File: src/rtl/fifo_stat.sv
// Synchronous show-ahead FIFO with registered level flags, a high-watermark
// of the fill level and sticky overflow/underflow indicators.
module fifo_stat #(
   parameter int D_WIDTH  = 8,
   parameter int A_WIDTH  = 4,
   parameter int AF_LEVEL = 2**A_WIDTH - 2,
   parameter int AE_LEVEL = 2
) (
   input  logic               clk,
   input  logic               rst,
   input  logic               wr,
   input  logic               rd,
   input  logic [D_WIDTH-1:0] w_data,
   input  logic               clr_err,
   output logic [D_WIDTH-1:0] r_data,
   output logic               empty,
   output logic               full,
   output logic               almost_empty,
   output logic               almost_full,
   output logic [A_WIDTH:0]   count,
   output logic [A_WIDTH:0]   max_count,
   output logic               overflow,
   output logic               underflow
);

   localparam int               DEPTH   = 2**A_WIDTH;
   localparam logic [A_WIDTH:0] DEPTH_C = DEPTH[A_WIDTH:0];
   localparam logic [A_WIDTH:0] AF_C    = AF_LEVEL[A_WIDTH:0];
   localparam logic [A_WIDTH:0] AE_C    = AE_LEVEL[A_WIDTH:0];

   logic [D_WIDTH-1:0] mem_q [DEPTH];

   logic [A_WIDTH-1:0] wr_ptr_q, wr_ptr_d;
   logic [A_WIDTH-1:0] rd_ptr_q, rd_ptr_d;
   logic [A_WIDTH:0]   count_q, count_d;
   logic [A_WIDTH:0]   max_count_q, max_count_d;
   logic               empty_q, empty_d;
   logic               full_q, full_d;
   logic               almost_empty_q, almost_empty_d;
   logic               almost_full_q, almost_full_d;
   logic               overflow_q, overflow_d;
   logic               underflow_q, underflow_d;
   logic               wr_ok;
   logic               rd_ok;

   // A write on full is still taken when a read frees a slot in the same cycle.
   assign wr_ok = wr & (~full_q | rd);
   assign rd_ok = rd & ~empty_q;

   // NOTE: every signal gets a default first, so no path leaves it unassigned and no latch is inferred.
   always_comb begin
      wr_ptr_d    = wr_ptr_q;
      rd_ptr_d    = rd_ptr_q;
      count_d     = count_q;
      max_count_d = max_count_q;
      overflow_d  = overflow_q & ~clr_err;
      underflow_d = underflow_q & ~clr_err;

      if (wr_ok) wr_ptr_d = wr_ptr_q + 1'b1;
      if (rd_ok) rd_ptr_d = rd_ptr_q + 1'b1;

      case ({wr_ok, rd_ok})
         2'b10:   count_d = count_q + 1'b1;
         2'b01:   count_d = count_q - 1'b1;
         default: count_d = count_q;
      endcase

      if (wr & full_q & ~rd) overflow_d  = 1'b1;
      if (rd & empty_q)      underflow_d = 1'b1;

      // Clearing restarts the watermark from the level being entered.
      if (clr_err || (count_d > max_count_q)) max_count_d = count_d;

      empty_d        = (count_d == '0);
      full_d         = (count_d == DEPTH_C);
      almost_empty_d = (count_d <= AE_C);
      almost_full_d  = (count_d >= AF_C);
   end

   // NOTE: sequential state uses non-blocking assignments so every register samples pre-edge values.
   always_ff @(posedge clk) begin
      if (rst) begin
         wr_ptr_q       <= '0;
         rd_ptr_q       <= '0;
         count_q        <= '0;
         max_count_q    <= '0;
         empty_q        <= 1'b1;
         full_q         <= 1'b0;
         almost_empty_q <= 1'b1;
         almost_full_q  <= 1'b0;
         overflow_q     <= 1'b0;
         underflow_q    <= 1'b0;
      end else begin
         wr_ptr_q       <= wr_ptr_d;
         rd_ptr_q       <= rd_ptr_d;
         count_q        <= count_d;
         max_count_q    <= max_count_d;
         empty_q        <= empty_d;
         full_q         <= full_d;
         almost_empty_q <= almost_empty_d;
         almost_full_q  <= almost_full_d;
         overflow_q     <= overflow_d;
         underflow_q    <= underflow_d;
      end
   end

   // NOTE: the storage array has no reset; pointers and count alone define which words are valid.
   always_ff @(posedge clk) begin
      if (wr_ok && !rst) mem_q[wr_ptr_q] <= w_data;
   end

   assign r_data       = mem_q[rd_ptr_q];
   assign empty        = empty_q;
   assign full         = full_q;
   assign almost_empty = almost_empty_q;
   assign almost_full  = almost_full_q;
   assign count        = count_q;
   assign max_count    = max_count_q;
   assign overflow     = overflow_q;
   assign underflow    = underflow_q;

endmodule
File: config.mk
export PLATFORM = sky130hd
export DESIGN_NAME = fifo_stat
export DESIGN_NICKNAME = d
export VERILOG_FILES = /design/src/rtl/fifo_stat.sv
export SDC_FILE = /design/constraint.sdc
export NUM_CORES = 1
export LEC_CHECK = 0
export ABC_AREA = 1
export BUFFER_PORTS_ARGS = -buffer_cell sky130_fd_sc_hd__buf_4
export CELL_PAD_IN_SITES_DETAIL_PLACEMENT = 2
export CELL_PAD_IN_SITES_GLOBAL_PLACEMENT = 2
export CORE_MARGIN = 3
export CORE_UTILIZATION = 42
export CTS_CLUSTER_DIAMETER = 30
export DETAILED_ROUTE_END_ITERATION = 10
export PLACE_DENSITY_LB_ADDON = 0.1
export SLEW_MARGIN = 20
export SYNTH_ARGS = -nofsm -noshare
export SYNTH_HDL_FRONTEND = slang
export SYNTH_SLANG_ARGS = --single-unit
File: constraint.sdc
create_clock -name clk -period 4 [get_ports clk]
set_input_delay 0.8 -clock clk [delete_from_list [all_inputs] [get_ports clk]]
set_output_delay 0.8 -clock clk [all_outputs]
set_load 0.1 [all_outputs]
# Word level (Yosys, flattened, before mapping)
# Memory sizes are Yosys's and may differ from the RTL's. A register that Yosys moved wholly into a read port is not among the register bits.
# Index checks and enable logic that the tools add are counted.
classes:
  n_addsub: 4
  n_eq_ne: 3
  n_lt_le_gt_ge: 3
  reduce_logical: 4
  n_bitwise: 12
  muxes: 7
op_table:
  columns: ["cell", "count"]
  rows:
  - ["5-bit case mux with 2 select lines", 1]
  - ["4-bit by 1-bit adder with 4-bit output, second input constant", 2]
  - ["4-bit two-way mux", 2]
  - ["1-bit AND", 7]
  - ["5-bit by 1-bit adder with 5-bit output, second input constant", 1]
  - ["5-bit equality test, second input constant", 1]
  - ["5-bit by 4-bit greater-or-equal comparator with 1-bit output, second input constant", 1]
  - ["5-bit greater-than comparator", 1]
  - ["5-bit by 2-bit less-or-equal comparator with 1-bit output, second input constant", 1]
  - ["5-bit logical NOT", 1]
  - ["5-bit by 1-bit subtractor with 5-bit output, second input constant", 1]
  - ["1-bit two-way mux", 4]
  - ["1-bit NOT", 4]
  - ["2-bit by 1-bit equality test with 1-bit output, second input constant", 1]
  - ["2-bit equality test, second input constant", 1]
  - ["1-bit logical AND", 1]
  - ["1-bit logical NOT", 1]
  - ["1-bit logical OR", 1]
  - ["1-bit OR", 1]
word_totals:
  reg_bits: 24
  ram_bits: 128
  memories: 1
  output_inout_bits: 24
  word_cells: 44
  input_bits: 13
mem_list:
  columns: ["memory", "words", "width", "read_ports", "rd_ports_with_merged_regs", "write_ports", "line_no", "rtl"]
  rows:
  - ["mem_q", 16, 8, 1, 1, 1, "31", "logic [D_WIDTH-1:0] mem_q [DEPTH];"]

# Depth between registers and ports, before layout
logic_depth:
  depth_word: 7
  ltp_mapped: 24
  mapped_depth_nobuf: 24

# Worst setup path after synthesis
# OpenSTA, ideal clock, no wires.
synth_timing:
  path_kind: "flip-flop to flip-flop"
  from: "register empty_q (netlist: empty)"
  to: "register max_count_q[1] (netlist: max_count[1])"
  setup_ns: 0.115
  synth_period_minus_slack_ns: 3.622
  slack_ns: 0.378
  t_required_ns: 3.885
  path_buffers: 0
  stages_incl_launch_ff: 21
  arrival_time_ns: 3.507
  cell_sequence: "dfxtp_1 > nor2_1 > ha_1 > nor2_1 > nor2_4 > ha_1 > inv_1 > nand2_1 > xnor2_1 > o21a_1 > inv_2 > ha_1 > nand2_1 > o21ai_0 > nand2_1 > nand2_1 > nand3_2 > nand2_2 > nand2_4 > a21oi_1 > nor2_1"
synth_between:
  elab_chain_cells: 6
  elab_cells_between_ends: 7
  cone_classes: "order compare (1); eq/ne (2); mux (1); bitwise (2); reduce/logical (1)"
synth_lines:
  columns: ["element", "line_no", "rtl"]
  rows:
  - ["from (decl)", "37", "logic empty_q, empty_d;"]
  - ["from (signal assigned)", "98", "empty_q <= empty_d;"]
  - ["1-bit NOT (*)", "48", "assign rd_ok = rd & ~empty_q;"]
  - ["1-bit AND (*)", "48", null]
  - ["2-bit by 1-bit equality test with 1-bit output or 2-bit equality test (tied branches)", "62", "case ({wr_ok, rd_ok})"]
  - ["5-bit case mux with 2 select lines (*)", "62", null]
  - ["named net count_d[2]", "35", "logic [A_WIDTH:0] count_q, count_d;"]
  - ["5-bit greater-than comparator (*)", "72", "if (clr_err || (count_d > max_count_q)) max_count_d = count_d;"]
  - ["1-bit logical OR (*)", "72", null]
  - ["to (signal assigned)", "97", "max_count_q <= max_count_d;"]
  - ["to (decl)", "36", "logic [A_WIDTH:0] max_count_q, max_count_d;"]
# The timed path passes the listed nets; every way through them passes the cells marked *.
# A chain may end at the register's enable or synchronous reset.

# Worst setup path in the final report
layout_timing:
  from: "input rd"
  to: "register max_count_q[2] (netlist: max_count[2])"
layout_between:
  elab_chain_cells: 6
  elab_cells_between_ends: 8
  cone_classes: "order compare (1); eq/ne (2); mux (1); bitwise (3); reduce/logical (1)"
layout_lines:
  columns: ["element", "line_no", "rtl"]
  rows:
  - ["from (decl)", "12", "input logic rd,"]
  - ["1-bit OR", "47", "assign wr_ok = wr & (~full_q | rd);"]
  - ["1-bit AND", "47", null]
  - ["2-bit by 1-bit equality test with 1-bit output or 2-bit equality test (tied branches)", "62", null]
  - ["5-bit case mux with 2 select lines (*)", "62", null]
  - ["named net count_d[2]", "35", null]
  - ["5-bit greater-than comparator", "72", null]
  - ["1-bit logical OR", "72", null]
# Marked as above.

==> report_table.html <==
<table>
<tr><th>Metric</th><th>Value</th></tr>
<tr><th colspan="2">Worst setup path</th></tr>
<tr><td>Kind of start point of the critical path</td><td>input pin</td></tr>
<tr><td>Worst Path Max Fanout</td><td>8</td></tr>
<tr><td>Crit-path slowest cell</td><td>sky130_fd_sc_hd__ha_1</td></tr>
<tr><td>Most frequent cell on the critical path</td><td>sky130_fd_sc_hd__nand2_1</td></tr>
<tr><td>Critical path arrival</td><td>3.89 ns</td></tr>
<tr><td>FF-to-FF Start</td><td>full</td></tr>
<tr><td>Register-to-register setup slack</td><td>0.71 ns</td></tr>
<tr><td>Buffering stage count on the worst path with inverters included</td><td>5</td></tr>
<tr><td>Delay of the slowest cell on the worst path</td><td>0.34 ns</td></tr>
<tr><td>Crit Path Category</td><td>in -&gt; reg</td></tr>
<tr><td>Number of cells on the worst reg-to-reg path</td><td>23</td></tr>
<tr><td>Required arrival time at the worst endpoint</td><td>4.37 ns</td></tr>
<tr><td>Endpoint of the worst register-to-register path</td><td>max_count[2]</td></tr>
<tr><td>Cell type group with the largest total delay on the critical path</td><td>simple AND/OR/NAND/NOR gates</td></tr>
<tr><td>Worst Setup End Kind</td><td>flop</td></tr>
<tr><th colspan="2">Synth</th></tr>
<tr><td>Part of the Yosys area used for sequential elements</td><td>0.6676</td></tr>
<tr><td>Post-Syn Area</td><td>6598 sq um</td></tr>
<tr><td>Top flip-flop cell by instance count after synthesis</td><td>sky130_fd_sc_hd__edfxtp_1</td></tr>
<tr><td>Synth Register Bits</td><td>156</td></tr>
<tr><td>Gate Count Post-Synth</td><td>551</td></tr>
<tr><td>Unique masters post-synth</td><td>32</td></tr>
<tr><td>Total of warnings raised by yosys</td><td>0</td></tr>
<tr><td>Average cell area after synthesis</td><td>11.97 sq um</td></tr>
<tr><td>Async set-or-reset flop fraction in the synthesized netlist</td><td>0</td></tr>
<tr><td>Number of flops mapped to enable cells by yosys</td><td>128</td></tr>
<tr><td>Total nets after synthesis</td><td>575</td></tr>
<tr><th colspan="2">GRT</th></tr>
<tr><td>Via count of the first global-routing pass</td><td>5098</td></tr>
<tr><td>GR Util All Layers</td><td>0.2266</td></tr>
<tr><td>Wire length of the first global-routing pass</td><td>29740 um</td></tr>
<tr><td>Final global-route overflow total</td><td>0</td></tr>
<tr><td>Initial antenna violation count</td><td>0</td></tr>
<tr><td>Largest net degree at the start of global routing</td><td>55</td></tr>
<tr><th colspan="2">Flow run</th></tr>
<tr><td>Max-cap violations</td><td>0</td></tr>
<tr><th colspan="2">Route</th></tr>
<tr><td>Routed WL</td><td>19130 um</td></tr>
<tr><td>WL/cell</td><td>23.41 um</td></tr>
<tr><td>Vias per Instance</td><td>5.450</td></tr>
<tr><td>Detailed Route Iter0 Violations</td><td>312</td></tr>
<tr><td># DRC</td><td>0</td></tr>
<tr><td>Antenna violation net count after detailed routing</td><td>0</td></tr>
<tr><td>Drt pass-1 iters</td><td>4</td></tr>
<tr><td>Total vias in the final route</td><td>4453</td></tr>
<tr><th colspan="2">STA</th></tr>
<tr><td>Hold Vio Cnt, Final</td><td>0</td></tr>
<tr><td>Final worst clock skew</td><td>0.008263 ns</td></tr>
<tr><td>Slew of the pin with the lowest slew margin</td><td>1.022 ns</td></tr>
<tr><td>Max Transition Viols Final</td><td>0</td></tr>
<tr><td>Max transition margin</td><td>0.3159</td></tr>
<tr><td>Post-layout min period</td><td>3.524 ns</td></tr>
<tr><td>Maximum achievable frequency</td><td>283.8 MHz</td></tr>
<tr><td>Period Utilization, post-route</td><td>0.8810</td></tr>
<tr><td>Post-Route Setup TNS</td><td>0 ns</td></tr>
<tr><td>Setup repair after global routing missed its margin</td><td>no</td></tr>
<tr><td>Final setup violating endpoints</td><td>0</td></tr>
<tr><td>Hold Slack</td><td>0.4700 ns</td></tr>
<tr><th colspan="2">Layout</th></tr>
<tr><td>Number of filler instances in the final layout</td><td>1462</td></tr>
<tr><td>Antenna fix cells</td><td>0</td></tr>
<tr><td>Ratio of cells with drive above 1 in the final layout</td><td>0.1617</td></tr>
<tr><td>Leading cell type in the layout, fill and taps excluded</td><td>sky130_fd_sc_hd__edfxtp_1</td></tr>
<tr><td>Signed area change from the synthesized netlist to the final layout</td><td>16.52%</td></tr>
<tr><td>Net count of the finished layout</td><td>617</td></tr>
<tr><td>Most frequent cells in the layout</td><td>128 x sky130_fd_sc_hd__edfxtp_1, 65 x sky130_fd_sc_hd__inv_1, 48 x sky130_fd_sc_hd__o21ai_0</td></tr>
<tr><th colspan="2">Clock network</th></tr>
<tr><td>Number of buffers inserted by post-CTS setup repair</td><td>0</td></tr>
<tr><td>Post-CTS Resized</td><td>0</td></tr>
<tr><td>Maximum level of the CTS H-tree</td><td>4</td></tr>
<tr><td>CTS Buf Count</td><td>17</td></tr>
<tr><td>CTS Root Cell</td><td>sky130_fd_sc_hd__clkbuf_16</td></tr>
<tr><td>Clock input transition at the sequential cells of the worst setup and hold paths</td><td>0.06 ns</td></tr>
<tr><td>Source-to-sink clock delay at the later pin of the worst-skew pair</td><td>0.43 ns</td></tr>
<tr><td>Number of hold buffers added after cts</td><td>0</td></tr>
<tr><td>Clock tree from TritonCTS</td><td>built</td></tr>
<tr><td>Number of clock sinks</td><td>156</td></tr>
<tr><td>Clock tree buffer depth</td><td>2</td></tr>
<tr><th colspan="2">Power</th></tr>
<tr><td>Static power due to leakage</td><td>2.788 nW</td></tr>
<tr><td>Power consumption</td><td>0.005361 W</td></tr>
<tr><td>Power per unit of standard cell area</td><td>697.3 nW/um^2</td></tr>
<tr><td>Max IR drop VDD</td><td>0.4866 mV</td></tr>
<tr><th colspan="2">Die</th></tr>
<tr><td>Die X-Extent</td><td>131.3 um</td></tr>
<tr><td>Initial Utilization</td><td>0.4324</td></tr>
<tr><td>Core ar.</td><td>15260 sq um</td></tr>
<tr><td>Ports placed on the boundary</td><td>37</td></tr>
<tr><td>DIE AREA</td><td>17250 sq um</td></tr>
<tr><td>Die boundary height</td><td>131.3 um</td></tr>
<tr><td>Floorplan row count</td><td>45</td></tr>
<tr><th colspan="2">Placement</th></tr>
<tr><td>Port buffer count</td><td>36</td></tr>
<tr><td>Dpl hpwl</td><td>12340 um</td></tr>
<tr><td>Final GP Congestion</td><td>0.7580</td></tr>
<tr><th colspan="2">Worst hold path</th></tr>
<tr><td>Worst Hold End</td><td>underflow</td></tr>
<tr><td>Beginning of the worst hold path</td><td>underflow</td></tr>
<tr><td>Path category of the worst min-delay check</td><td>reg -&gt; reg</td></tr>
<tr><td>Count of cells along the worst hold path</td><td>2</td></tr>
<tr><th colspan="2">Run status</th></tr>
<tr><td>Status</td><td>finished clean</td></tr>
</table>
## per-layer routing
metal | up-vias | wire, um | part of all wire | global-route usage
li1 | 2040 | - | - | -
met1 | 2284 | 7795 | 0.41 | 0.2669
met2 | 96 | 10210 | 0.53 | 0.4122
met3 | 33 | 673 | 0.035 | 0.03828
met4 | 0 | 450 | 0.024 | 0.08985
met5 | - | 0 | 0 | 0
## stage by stage
| stage | utilization | area [sq um] | instances | setup slack (ns) |
|---|---|---|---|---|
| global route | 0.5038 | 7687 | 817 | 0.07784 |
| global placement | 0.4663 | 7116 | 785 | 0.3520 |
| CTS | 0.5038 | 7687 | 817 | 0.4712 |
| floorplan | - | 6598 | 551 | 0.3778 |
| detailed placement | 0.4663 | 7116 | 785 | 0.07161 |
| finish | 0.5038 | 7687 | 817 | 0.4761 |
## sequential cells by signal (all words and copies together), names as in the netlist, 4 cells and up, named ones only
signal,count
max_count,5
rd_ptr_q,4
count,5
mem_q,128
wr_ptr_q,4
## power breakdown
| part | total, W | switching [W] | internal (W) |
|---|---|---|---|
| Combinational | 0.00184 | 0.00136 | 0.000478 |
| Sequential | 0.00195 | 0.000106 | 0.00184 |
| Clock | 0.00158 | 0.000681 | 0.000896 |
| Total | 0.00536 | 0.00215 | 0.00322 |
## worst register-to-register path, stage by stage, from the launching register on
cell	delay, ns
sky130_fd_sc_hd__dfxtp_1	0.35
sky130_fd_sc_hd__nand2_1	0.06
sky130_fd_sc_hd__nand2_1	0.19
sky130_fd_sc_hd__ha_1	0.34
sky130_fd_sc_hd__nand2_1	0.11
sky130_fd_sc_hd__inv_2	0.09
sky130_fd_sc_hd__nor2_4	0.04
sky130_fd_sc_hd__ha_1	0.18
sky130_fd_sc_hd__inv_1	0.05
sky130_fd_sc_hd__nand2_1	0.08
sky130_fd_sc_hd__xnor2_1	0.20
sky130_fd_sc_hd__o21a_1	0.19
sky130_fd_sc_hd__inv_2	0.08
sky130_fd_sc_hd__ha_1	0.32
sky130_fd_sc_hd__nand2_1	0.07
sky130_fd_sc_hd__o21ai_0	0.22
sky130_fd_sc_hd__nand2_1	0.08
sky130_fd_sc_hd__nand2_1	0.08
sky130_fd_sc_hd__nand3_2	0.08
sky130_fd_sc_hd__nand2_2	0.08
sky130_fd_sc_hd__nand2_4	0.08
sky130_fd_sc_hd__nand3_1	0.09
sky130_fd_sc_hd__nand2_1	0.06
sky130_fd_sc_hd__nor2_1	0.10
## cells in the mapped netlist (5+ instances only)
cell	number	area share
sky130_fd_sc_hd__nand3_1	25	0.019
sky130_fd_sc_hd__buf_2	5	0.0038
sky130_fd_sc_hd__dfxtp_1	28	0.085
sky130_fd_sc_hd__ha_1	11	0.021
sky130_fd_sc_hd__edfxtp_1	128	0.58
sky130_fd_sc_hd__nor2_1	27	0.015
sky130_fd_sc_hd__o211ai_1	33	0.038
sky130_fd_sc_hd__o21ai_0	48	0.036
sky130_fd_sc_hd__inv_1	65	0.037
sky130_fd_sc_hd__nor3_1	5	0.0038
sky130_fd_sc_hd__clkbuf_1	14	0.0080
sky130_fd_sc_hd__nand2_2	5	0.0047
sky130_fd_sc_hd__mux2i_1	32	0.049
sky130_fd_sc_hd__a21oi_1	47	0.036
sky130_fd_sc_hd__nand2_1	47	0.027
## worst max-delay path by stage
stage          start           end  slack [ns]  depth (start not counted)
6_report          rd  max_count[2]        0.48                         25
5_1_grt           rd  max_count[2]        0.08                         25
4_1_cts           rd  max_count[2]        0.47                         25
3_5_place_dp      rd  max_count[3]        0.07                         24
3_3_place_gp      rd  max_count[1]        0.35                         24
2_1_floorplan  empty  max_count[1]        0.38                         20
## layout make-up
| class | instances | area, sq um | area share |
|---|---|---|---|
| sequential | 156 | 4408 | 0.5734 |
| multi-input combinational | 300 | 1808 | 0.2352 |
| timing repair buffer | 48 | 372.9 | 0.04850 |
| clock inverter | 12 | 113.9 | 0.01481 |
| tap | 211 | 264.0 | 0.03434 |
| clock buffer | 20 | 457.9 | 0.05957 |
| inverter | 70 | 262.8 | 0.03418 |
## cells by family (layout without fill, tap and decap cells)
| group | after synthesis | in the layout | share of synthesized area |
|---|---|---|---|
| xor gates and xnor gates | 3 | 3 | 0.003983 |
| adders and majority gates | 11 | 11 | 0.02086 |
| DFF | 156 | 156 | 0.6676 |
| muxes | 32 | 32 | 0.04855 |
| AOI/OAI and AO/OA | 132 | 132 | 0.1134 |
| buffers and inverters | 95 | 150 | 0.05841 |
| and+or+nand+nor | 122 | 122 | 0.08724 |
(Power assumes the default switching activity.)
